===== src/rtl/uart_core.sv =====
// uart_core: full-duplex UART with independent TX and RX engines sharing one 16x oversample tick.
// Configurable data width, parity and stop bits; RX samples at bit centres; per-word error flags.
// Optional feature: define UART_RX_FIFO_EN to buffer received words in a RX_FIFO_DEPTH-entry FIFO.
// Without it, received words sit in a single holding register.
module uart_core #(
  parameter int unsigned CLK_FREQ      = 50000000,
  parameter int unsigned BAUD_RATE     = 115200,
  parameter int unsigned DATA_WIDTH    = 8,
  parameter int unsigned PARITY_MODE   = 1,
  parameter int unsigned STOP_BITS     = 1,
  parameter int unsigned RX_FIFO_DEPTH = 4
) (
  input  logic                  clk,
  input  logic                  rst,
  input  logic                  tx_valid,
  output logic                  tx_ready,
  input  logic [DATA_WIDTH-1:0] tx_data,
  output logic                  tx,
  input  logic                  rx,
  output logic                  rx_valid,
  input  logic                  rx_ready,
  output logic [DATA_WIDTH-1:0] rx_data,
  output logic                  rx_parity_err,
  output logic                  rx_frame_err,
  output logic                  rx_overrun
);

  localparam int unsigned OsDiv = CLK_FREQ / (16 * BAUD_RATE);
  localparam int unsigned OsW   = (OsDiv > 1) ? $clog2(OsDiv) : 1;
  localparam logic [4:0]  StopLast = 5'(16 * STOP_BITS - 1);
  localparam logic [3:0]  LastBit  = 4'(DATA_WIDTH - 1);

  localparam logic [2:0] StIdle   = 3'd0;
  localparam logic [2:0] StStart  = 3'd1;
  localparam logic [2:0] StData   = 3'd2;
  localparam logic [2:0] StParity = 3'd3;
  localparam logic [2:0] StStop   = 3'd4;

  function automatic logic par_of(input logic [DATA_WIDTH-1:0] d);
    return (PARITY_MODE == 2) ? ~^d : ^d;
  endfunction

  // ---------------------------------------------------------------------------------------------
  // Oversample tick
  // ---------------------------------------------------------------------------------------------
  logic [OsW-1:0] os_cnt_q;
  logic           tick;

  assign tick = (os_cnt_q == OsW'(OsDiv - 1));

  // Free-running divider, one-cycle tick at wrap.
  always_ff @(posedge clk or negedge rst) begin
    if (!rst) os_cnt_q <= '0;
    else      os_cnt_q <= tick ? '0 : os_cnt_q + 1'b1;
  end

  // ---------------------------------------------------------------------------------------------
  // TX engine
  // ---------------------------------------------------------------------------------------------
  logic [2:0]            tx_state_q, tx_state_d;
  logic [4:0]            tx_cnt_q, tx_cnt_d;
  logic [3:0]            tx_bit_q, tx_bit_d;
  logic [DATA_WIDTH-1:0] tx_shift_q, tx_shift_d;
  logic                  tx_par_q, tx_par_d;
  logic                  tx_q, tx_d;

  assign tx_ready = (tx_state_q == StIdle);
  assign tx       = tx_q;

  // TX next state; the line value is registered so it changes exactly at bit boundaries.
  always_comb begin
    tx_state_d = tx_state_q;
    tx_cnt_d   = tx_cnt_q;
    tx_bit_d   = tx_bit_q;
    tx_shift_d = tx_shift_q;
    tx_par_d   = tx_par_q;
    tx_d       = tx_q;
    unique case (tx_state_q)
      StIdle: begin
        tx_d = 1'b1;
        if (tx_valid) begin
          tx_state_d = StStart;
          tx_shift_d = tx_data;
          tx_par_d   = par_of(tx_data);
          tx_cnt_d   = '0;
          tx_d       = 1'b0;
        end
      end
      StStart: begin
        if (tick) begin
          if (tx_cnt_q == 5'd15) begin
            tx_state_d = StData;
            tx_cnt_d   = '0;
            tx_bit_d   = '0;
            tx_d       = tx_shift_q[0];
          end else begin
            tx_cnt_d = tx_cnt_q + 5'd1;
          end
        end
      end
      StData: begin
        if (tick) begin
          if (tx_cnt_q == 5'd15) begin
            tx_cnt_d = '0;
            if (tx_bit_q == LastBit) begin
              if (PARITY_MODE != 0) begin
                tx_state_d = StParity;
                tx_d       = tx_par_q;
              end else begin
                tx_state_d = StStop;
                tx_d       = 1'b1;
              end
            end else begin
              tx_bit_d   = tx_bit_q + 4'd1;
              tx_shift_d = tx_shift_q >> 1;
              tx_d       = tx_shift_q[1];
            end
          end else begin
            tx_cnt_d = tx_cnt_q + 5'd1;
          end
        end
      end
      StParity: begin
        if (tick) begin
          if (tx_cnt_q == 5'd15) begin
            tx_state_d = StStop;
            tx_cnt_d   = '0;
            tx_d       = 1'b1;
          end else begin
            tx_cnt_d = tx_cnt_q + 5'd1;
          end
        end
      end
      StStop: begin
        if (tick) begin
          if (tx_cnt_q == StopLast) begin
            tx_state_d = StIdle;
            tx_cnt_d   = '0;
          end else begin
            tx_cnt_d = tx_cnt_q + 5'd1;
          end
        end
      end
      default: begin
        tx_state_d = StIdle;
        tx_d       = 1'b1;
      end
    endcase
  end

  // TX state registers.
  always_ff @(posedge clk or negedge rst) begin
    if (!rst) begin
      tx_state_q <= StIdle;
      tx_cnt_q   <= '0;
      tx_bit_q   <= '0;
      tx_shift_q <= '0;
      tx_par_q   <= 1'b0;
      tx_q       <= 1'b1;
    end else begin
      tx_state_q <= tx_state_d;
      tx_cnt_q   <= tx_cnt_d;
      tx_bit_q   <= tx_bit_d;
      tx_shift_q <= tx_shift_d;
      tx_par_q   <= tx_par_d;
      tx_q       <= tx_d;
    end
  end

  // ---------------------------------------------------------------------------------------------
  // RX engine
  // ---------------------------------------------------------------------------------------------
  logic [1:0]            rx_sync_q;
  logic                  rx_s;
  logic [2:0]            rx_state_q, rx_state_d;
  logic [3:0]            rx_cnt_q, rx_cnt_d;
  logic [3:0]            rx_bit_q, rx_bit_d;
  logic [DATA_WIDTH-1:0] rx_shift_q, rx_shift_d;
  logic                  rx_perr_q, rx_perr_d;
  logic                  rx_brk_q, rx_brk_d;
  logic                  rx_done;
  logic                  rx_ferr_now;

  assign rx_s = rx_sync_q[1];

  // Two-flop synchroniser; resets to the idle line level.
  always_ff @(posedge clk or negedge rst) begin
    if (!rst) rx_sync_q <= 2'b11;
    else      rx_sync_q <= {rx_sync_q[0], rx};
  end

  // RX next state: start validated at mid-bit, then every sample lands on a bit centre.
  always_comb begin
    rx_state_d  = rx_state_q;
    rx_cnt_d    = rx_cnt_q;
    rx_bit_d    = rx_bit_q;
    rx_shift_d  = rx_shift_q;
    rx_perr_d   = rx_perr_q;
    rx_brk_d    = rx_brk_q;
    rx_done     = 1'b0;
    rx_ferr_now = 1'b0;
    unique case (rx_state_q)
      StIdle: begin
        if (rx_brk_q) begin
          // A held-low line after a framing error must not look like a new start bit.
          if (rx_s) rx_brk_d = 1'b0;
        end else if (tick && !rx_s) begin
          rx_state_d = StStart;
          rx_cnt_d   = '0;
        end
      end
      StStart: begin
        if (tick) begin
          if (rx_cnt_q == 4'd7) begin
            rx_cnt_d = '0;
            if (!rx_s) begin
              rx_state_d = StData;
              rx_bit_d   = '0;
              rx_perr_d  = 1'b0;
            end else begin
              rx_state_d = StIdle;
            end
          end else begin
            rx_cnt_d = rx_cnt_q + 4'd1;
          end
        end
      end
      StData: begin
        if (tick) begin
          rx_cnt_d = rx_cnt_q + 4'd1;
          if (rx_cnt_q == 4'd15) begin
            rx_shift_d = {rx_s, rx_shift_q[DATA_WIDTH-1:1]};
            if (rx_bit_q == LastBit) begin
              rx_state_d = (PARITY_MODE != 0) ? StParity : StStop;
            end else begin
              rx_bit_d = rx_bit_q + 4'd1;
            end
          end
        end
      end
      StParity: begin
        if (tick) begin
          rx_cnt_d = rx_cnt_q + 4'd1;
          if (rx_cnt_q == 4'd15) begin
            rx_perr_d  = (rx_s != par_of(rx_shift_q));
            rx_state_d = StStop;
          end
        end
      end
      StStop: begin
        if (tick) begin
          rx_cnt_d = rx_cnt_q + 4'd1;
          if (rx_cnt_q == 4'd15) begin
            rx_done     = 1'b1;
            rx_ferr_now = !rx_s;
            rx_brk_d    = !rx_s;
            rx_state_d  = StIdle;
          end
        end
      end
      default: rx_state_d = StIdle;
    endcase
  end

  // RX state registers.
  always_ff @(posedge clk or negedge rst) begin
    if (!rst) begin
      rx_state_q <= StIdle;
      rx_cnt_q   <= '0;
      rx_bit_q   <= '0;
      rx_shift_q <= '0;
      rx_perr_q  <= 1'b0;
      rx_brk_q   <= 1'b0;
    end else begin
      rx_state_q <= rx_state_d;
      rx_cnt_q   <= rx_cnt_d;
      rx_bit_q   <= rx_bit_d;
      rx_shift_q <= rx_shift_d;
      rx_perr_q  <= rx_perr_d;
      rx_brk_q   <= rx_brk_d;
    end
  end

  // ---------------------------------------------------------------------------------------------
  // RX output stage
  // ---------------------------------------------------------------------------------------------
`ifdef UART_RX_FIFO_EN
  localparam int unsigned PtrW = $clog2(RX_FIFO_DEPTH);

  logic [DATA_WIDTH-1:0]    fifo_data_q [RX_FIFO_DEPTH];
  logic [RX_FIFO_DEPTH-1:0] fifo_perr_q, fifo_ferr_q, fifo_ovr_q;
  logic [PtrW:0]            wr_ptr_q, wr_ptr_d, rd_ptr_q, rd_ptr_d;
  logic [PtrW-1:0]          wr_idx, rd_idx, newest_idx;
  logic                     empty, full, push, pop;

  assign wr_idx     = wr_ptr_q[PtrW-1:0];
  assign rd_idx     = rd_ptr_q[PtrW-1:0];
  assign newest_idx = wr_idx - PtrW'(1);
  assign empty      = (wr_ptr_q == rd_ptr_q);
  assign full       = (wr_ptr_q[PtrW] != rd_ptr_q[PtrW]) && (wr_idx == rd_idx);
  assign pop        = !empty && rx_ready;
  // A pop frees a slot in the same cycle, so a full FIFO still accepts the write.
  assign push       = rx_done && (!full || pop);

  // FIFO pointer next state.
  always_comb begin
    wr_ptr_d = push ? wr_ptr_q + 1'b1 : wr_ptr_q;
    rd_ptr_d = pop  ? rd_ptr_q + 1'b1 : rd_ptr_q;
  end

  // FIFO storage; a dropped word marks the newest stored entry as overrun.
  always_ff @(posedge clk or negedge rst) begin
    if (!rst) begin
      for (int i = 0; i < int'(RX_FIFO_DEPTH); i++) fifo_data_q[i] <= '0;
      fifo_perr_q <= '0;
      fifo_ferr_q <= '0;
      fifo_ovr_q  <= '0;
      wr_ptr_q    <= '0;
      rd_ptr_q    <= '0;
    end else begin
      wr_ptr_q <= wr_ptr_d;
      rd_ptr_q <= rd_ptr_d;
      if (push) begin
        fifo_data_q[wr_idx] <= rx_shift_q;
        fifo_perr_q[wr_idx] <= rx_perr_q;
        fifo_ferr_q[wr_idx] <= rx_ferr_now;
        fifo_ovr_q[wr_idx]  <= 1'b0;
      end else if (rx_done) begin
        fifo_ovr_q[newest_idx] <= 1'b1;
      end
    end
  end

  assign rx_valid      = !empty;
  assign rx_data       = fifo_data_q[rd_idx];
  assign rx_parity_err = fifo_perr_q[rd_idx];
  assign rx_frame_err  = fifo_ferr_q[rd_idx];
  assign rx_overrun    = fifo_ovr_q[rd_idx];
`else
  logic                  hold_valid_q, hold_valid_d;
  logic [DATA_WIDTH-1:0] hold_data_q, hold_data_d;
  logic                  hold_perr_q, hold_perr_d;
  logic                  hold_ferr_q, hold_ferr_d;
  logic                  hold_ovr_q, hold_ovr_d;
  logic                  rx_hs;

  assign rx_hs = hold_valid_q && rx_ready;

  // Holding register: a completion alongside a handshake replaces the word without overrun.
  always_comb begin
    hold_valid_d = hold_valid_q;
    hold_data_d  = hold_data_q;
    hold_perr_d  = hold_perr_q;
    hold_ferr_d  = hold_ferr_q;
    hold_ovr_d   = hold_ovr_q;
    if (rx_done) begin
      if (!hold_valid_q || rx_hs) begin
        hold_valid_d = 1'b1;
        hold_data_d  = rx_shift_q;
        hold_perr_d  = rx_perr_q;
        hold_ferr_d  = rx_ferr_now;
        hold_ovr_d   = 1'b0;
      end else begin
        hold_ovr_d = 1'b1;
      end
    end else if (rx_hs) begin
      hold_valid_d = 1'b0;
      hold_perr_d  = 1'b0;
      hold_ferr_d  = 1'b0;
      hold_ovr_d   = 1'b0;
    end
  end

  // Holding register state.
  always_ff @(posedge clk or negedge rst) begin
    if (!rst) begin
      hold_valid_q <= 1'b0;
      hold_data_q  <= '0;
      hold_perr_q  <= 1'b0;
      hold_ferr_q  <= 1'b0;
      hold_ovr_q   <= 1'b0;
    end else begin
      hold_valid_q <= hold_valid_d;
      hold_data_q  <= hold_data_d;
      hold_perr_q  <= hold_perr_d;
      hold_ferr_q  <= hold_ferr_d;
      hold_ovr_q   <= hold_ovr_d;
    end
  end

  assign rx_valid      = hold_valid_q;
  assign rx_data       = hold_data_q;
  assign rx_parity_err = hold_perr_q;
  assign rx_frame_err  = hold_ferr_q;
  assign rx_overrun    = hold_ovr_q;
`endif

endmodule

===== config.mk =====
export PLATFORM = sky130hd
export DESIGN_NAME = uart_core
export DESIGN_NICKNAME = d
export VERILOG_FILES = /design/src/rtl/uart_core.sv
export SDC_FILE = /design/constraint.sdc
export NUM_CORES = 1
export LEC_CHECK = 0
export BUFFER_PORTS_ARGS = -buffer_cell sky130_fd_sc_hd__clkbuf_2
export CAP_MARGIN = 20
export CORE_ASPECT_RATIO = 1.5
export CORE_MARGIN = 5
export CORE_UTILIZATION = 50
export CTS_CLUSTER_DIAMETER = 60
export DETAILED_ROUTE_END_ITERATION = 12
export HOLD_SLACK_MARGIN = 0.03
export PLACE_DENSITY = 0.75
export SLEW_MARGIN = 25
export SYNTH_ARGS = -nofsm -noshare
export SYNTH_HDL_FRONTEND = slang
export SYNTH_SLANG_ARGS = --single-unit

===== constraint.sdc =====
create_clock -name clk -period 4.2 [get_ports clk]
set_input_delay 0.84 -clock clk [delete_from_list [all_inputs] [get_ports clk]]
set_output_delay 0.84 -clock clk [all_outputs]
set_load 0.05 [all_outputs]

==> results.py <==
metrics = {
    "layout": {
        "fillers": 546,
        "register_area_um2": 1555,
        "diodes": 0,
        "utilization_pct": 56.82,
        "layout-drive-gt1-share_pct": 27.91,
        "area_growth_pct": 11.64,
        "multiInputGateArea_um2": 1623,
        "layout.nets": 340,
    },
    "die": {
        "placement_rows": 36,
        "core_area_um2": 6441,
        "dieArea_um2": 8309,
        "die_h_um": 109.2,
        "die-width_um": 76.11,
        "initial_core_util_pct": 50.89,
        "io_pins": 27,
    },
    "clock_network": {
        "cts_tree": "yes",
        "holdBufCountCts": 0,
        "htree_levels": 3,
        "cts_buffer_depth": 2,
        "postCtsSetupRepairBufs": 0,
        "path_clk_slew_ps": 70,
        "cts_resized": 0,
        "clk_latency_ps": 340,
        "numCtsBuffers": 9,
        "cts_root_buf": "clkbuf_8",
        "cts_sinks": 62,
    },
    "synthesis": {
        "synth_edf_count": 0,
        "ys_types": 62,
        "synthCells": 296,
        "synth_seq_cells": 62,
        "synth.avg_cell_area_um2": 11.07,
        "synthesis.area_um2": 3278,
        "ys_async_sr_fraction_pct": 100.0,
        "synth_nets": 315,
        "synth_flop_cell": "dfrtp_1",
        "synth-seq-area-share_pct": 47.44,
        "ys_warn_count": 0,
    },
    "worst_setup_path": {
        "rrSetupSlack_ps": 1700,
        "crit_path_end": "tx_ready",
        "worstReg2RegStart": "os_cnt_q[0]$_DFF_PN0_",
        "cp-end-kind": "primary output",
        "cp-startpoint": "tx_state_q[1]$_DFFE_PN0P_",
        "cp.required_ps": 3360,
        "arrival_ps": 1770,
        "path_class": "flip-flop to primary output",
        "reg2reg_depth": 7,
        "start_kind": "flip-flop",
        "cp_max_fo": 23,
        "rr_endpoint": "rx_data[4]$_DFFE_PN0P_",
    },
    "placement": {
        "dp_hpwl_um": 4289,
        "place_ws_ps": 1698,
        "gp_congestion": 0.8867,
        "port_buffers": 26,
    },
    "sta": {
        "slew_headroom_pct": 41.32,
        "maxSlewViolCount": 0,
        "tightest_slew_ps": 880.2,
        "hold_viol": 0,
        "finalSetupViolCount": 0,
        "fin_ws_ps": 1590,
        "rsz0062_at_grt": "false",
        "timing.hold.ws_ps": 356.8,
        "min_period_ps": 2610,
        "skew_ps": 8.010,
        "tns_ps": 0,
        "max_freq_ghz": 0.3831,
        "post-route-period-util_pct": 62.15,
    },
    "grt": {
        "grt_pass1_vias": 2420,
        "grt_max_degree": 37,
        "track_usage_pct": 15.76,
        "antenna_found_initial": 0,
        "overflow": 0,
        "grt_pass1_wl_um": 10720,
    },
    "routing": {
        "first_iter_violations": 122,
        "postRouteAntennaNets": 0,
        "first_pass_iters": 4,
        "routed_wl_um": 5944,
        "num_vias": 2328,
        "via_per_inst": 5.791,
        "drc_errors": 0,
        "wire_per_inst_um": 14.79,
    },
    "worst_hold_path": {
        "holdCritPathClass": "flip-flop to flip-flop",
    },
    "power": {
        "leakage_nw": 1.636,
        "p_per_area_nw_per_um2": 352.5,
        "ir_drop_v": 0.0002602,
        "total_power_mw": 1.290,
    },
    "job": {
        "drv_cap": 0,
    },
    "outcome": {
        "status": "complete, no violations",
    },
}
==> Yosys cell counts (2+ instances only) <==
cell type	instances	share of area [%]
dfstp_2	3	2.4
mux2_2	30	10
or2_2	2	0.38
nor3b_1	3	0.69
o32ai_1	3	0.80
a31oi_1	6	1.1
and3_1	2	0.38
nor3_1	5	0.76
nor2_1	22	2.5
nand2b_1	3	0.57
nor3_4	2	0.99
o41ai_1	2	0.53
buf_1	2	0.23
a21oi_1	10	1.5
nand4_1	2	0.38
clkbuf_1	3	0.34
nand2_1	18	2.1
o31ai_1	2	0.46
nor2b_1	4	0.76
buf_6	2	0.69
xor2_1	5	1.3
a22o_1	3	0.80
o21ai_0	16	2.4
a211oi_1	2	0.46
buf_2	5	0.76
mux2i_1	8	2.4
o21a_1	3	0.69
ha_1	6	2.3
dfrtp_1	59	45
mux2_4	2	0.92
nand3_1	9	1.4
xnor2_1	12	3.2
nand4b_1	3	0.80
inv_1	7	0.80
nor4_1	3	0.57
==> state kept, by name, summed over array words and instances, names as in the netlist <==
register,count
tx_bit_q,4
tx_state_q,3
rx_shift_q,8
rx_overrun,1
tx_cnt_q,5
tx,1
rx_data,8
rx_parity_err,1
rx_perr_q,1
os_cnt_q,5
rx_sync_q,2
rx_state_q,3
rx_brk_q,1
rx_cnt_q,4
rx_bit_q,4
rx_valid,1
tx_par_q,1
tx_shift_q,8
rx_frame_err,1
==> cell type report <==
| type | count | area share (%) |
|---|---|---|
| clock buffers | 10 | 3.761 |
| clock inverters | 6 | 2.325 |
| inverters | 7 | 0.7179 |
| multi-input cells | 214 | 44.34 |
| flip-flops and latches | 62 | 42.50 |
| well taps | 76 | 2.598 |
| repair buffers | 27 | 3.761 |
==> cells in the final DEF (no fill, tap or decap), types with 2 or more instances in the layout <==
| cell type | synthesis | routed |
|---|---|---|
| o21ai_0 | 16 | 16 |
| nand4_1 | 2 | 2 |
| mux2i_1 | 8 | 8 |
| ha_1 | 6 | 6 |
| o41ai_1 | 2 | 2 |
| a22o_1 | 3 | 3 |
| nand3_1 | 9 | 9 |
| inv_1 | 7 | 7 |
| dfstp_2 | 3 | 3 |
| nor3_1 | 5 | 5 |
| o31ai_1 | 2 | 2 |
| xnor2_1 | 12 | 12 |
| clkinvlp_4 | 0 | 2 |
| o21a_1 | 3 | 3 |
| a21oi_1 | 10 | 10 |
| nand2b_1 | 3 | 3 |
| nand4b_1 | 3 | 3 |
| a211oi_1 | 2 | 2 |
| a31oi_1 | 6 | 6 |
| and3_1 | 2 | 2 |
| or2_2 | 2 | 2 |
| clkbuf_8 | 0 | 10 |
| xor2_1 | 5 | 5 |
| dfrtp_1 | 59 | 59 |
| mux2_4 | 2 | 2 |
| nor4_1 | 3 | 3 |
| mux2_2 | 30 | 30 |
| bufinv_16 | 0 | 2 |
| clkbuf_2 | 0 | 26 |
| o32ai_1 | 3 | 3 |
| clkinv_2 | 0 | 2 |
| nand2_1 | 18 | 18 |
| nor3b_1 | 3 | 3 |
| nor3_4 | 2 | 2 |
| nor2b_1 | 4 | 4 |
| nor2_1 | 22 | 22 |
==> metrics by stage <==
| stage | instances | area, um2 |
|---|---|---|
| floorplan | 296 | 3278 |
| global placement | 386 | 3437 |
| detailed placement | 386 | 3437 |
| CTS | 402 | 3660 |
| global route | 402 | 3660 |
| finish | 402 | 3660 |
==> per-layer routing <==
layer	wire length [um]	track usage, %
met1	2446	17.54
met2	3086	28.06
met3	268	3.471
met4	142	8.250
met5	0	0
==> worst max-delay path: stages (launching register included) <==
cell and delay [ps]:
dfrtp_1 680, nor3_1 400, clkbuf_2 350
==> logic make-up after synthesis <==
family	share of synthesized area, %
adders and majority gates	2.595
muxes	14.01
xor gates and xnor gates	5.229
buffers and inverters	3.054
AOI/OAI and AO/OA	12.56
and+or+nand+nor	15.11
DFF	47.44
==> how the worst min path moves through the flow <==
stage,startpoint,end,slack [ps],cells after the start
global route,rx_sync_q[0]$_DFF_PN1_,rx_sync_q[1]$_DFF_PN1_,370,0
floorplan,rx_sync_q[0]$_DFF_PN1_,rx_sync_q[1]$_DFF_PN1_,350,0
detailed placement,rx_sync_q[0]$_DFF_PN1_,rx_sync_q[1]$_DFF_PN1_,350,0
finish,rx_sync_q[0]$_DFF_PN1_,rx_sync_q[1]$_DFF_PN1_,360,0
CTS,rx_sync_q[0]$_DFF_PN1_,rx_sync_q[1]$_DFF_PN1_,360,0
global placement,rx_sync_q[0]$_DFF_PN1_,rx_sync_q[1]$_DFF_PN1_,350,0
==> where the power goes <==
| part | total [mW] | switching, mW | internal, mW | leakage [nW] |
|---|---|---|---|---|
| registers | 0.629 | 0.0126 | 0.616 | 0.803 |
| logic | 0.0825 | 0.0492 | 0.0332 | 0.725 |
| clock network | 0.579 | 0.231 | 0.348 | 0.108 |
| total | 1.29 | 0.293 | 0.997 | 1.64 |
No activity file was read; power rests on OpenSTA's default activity.
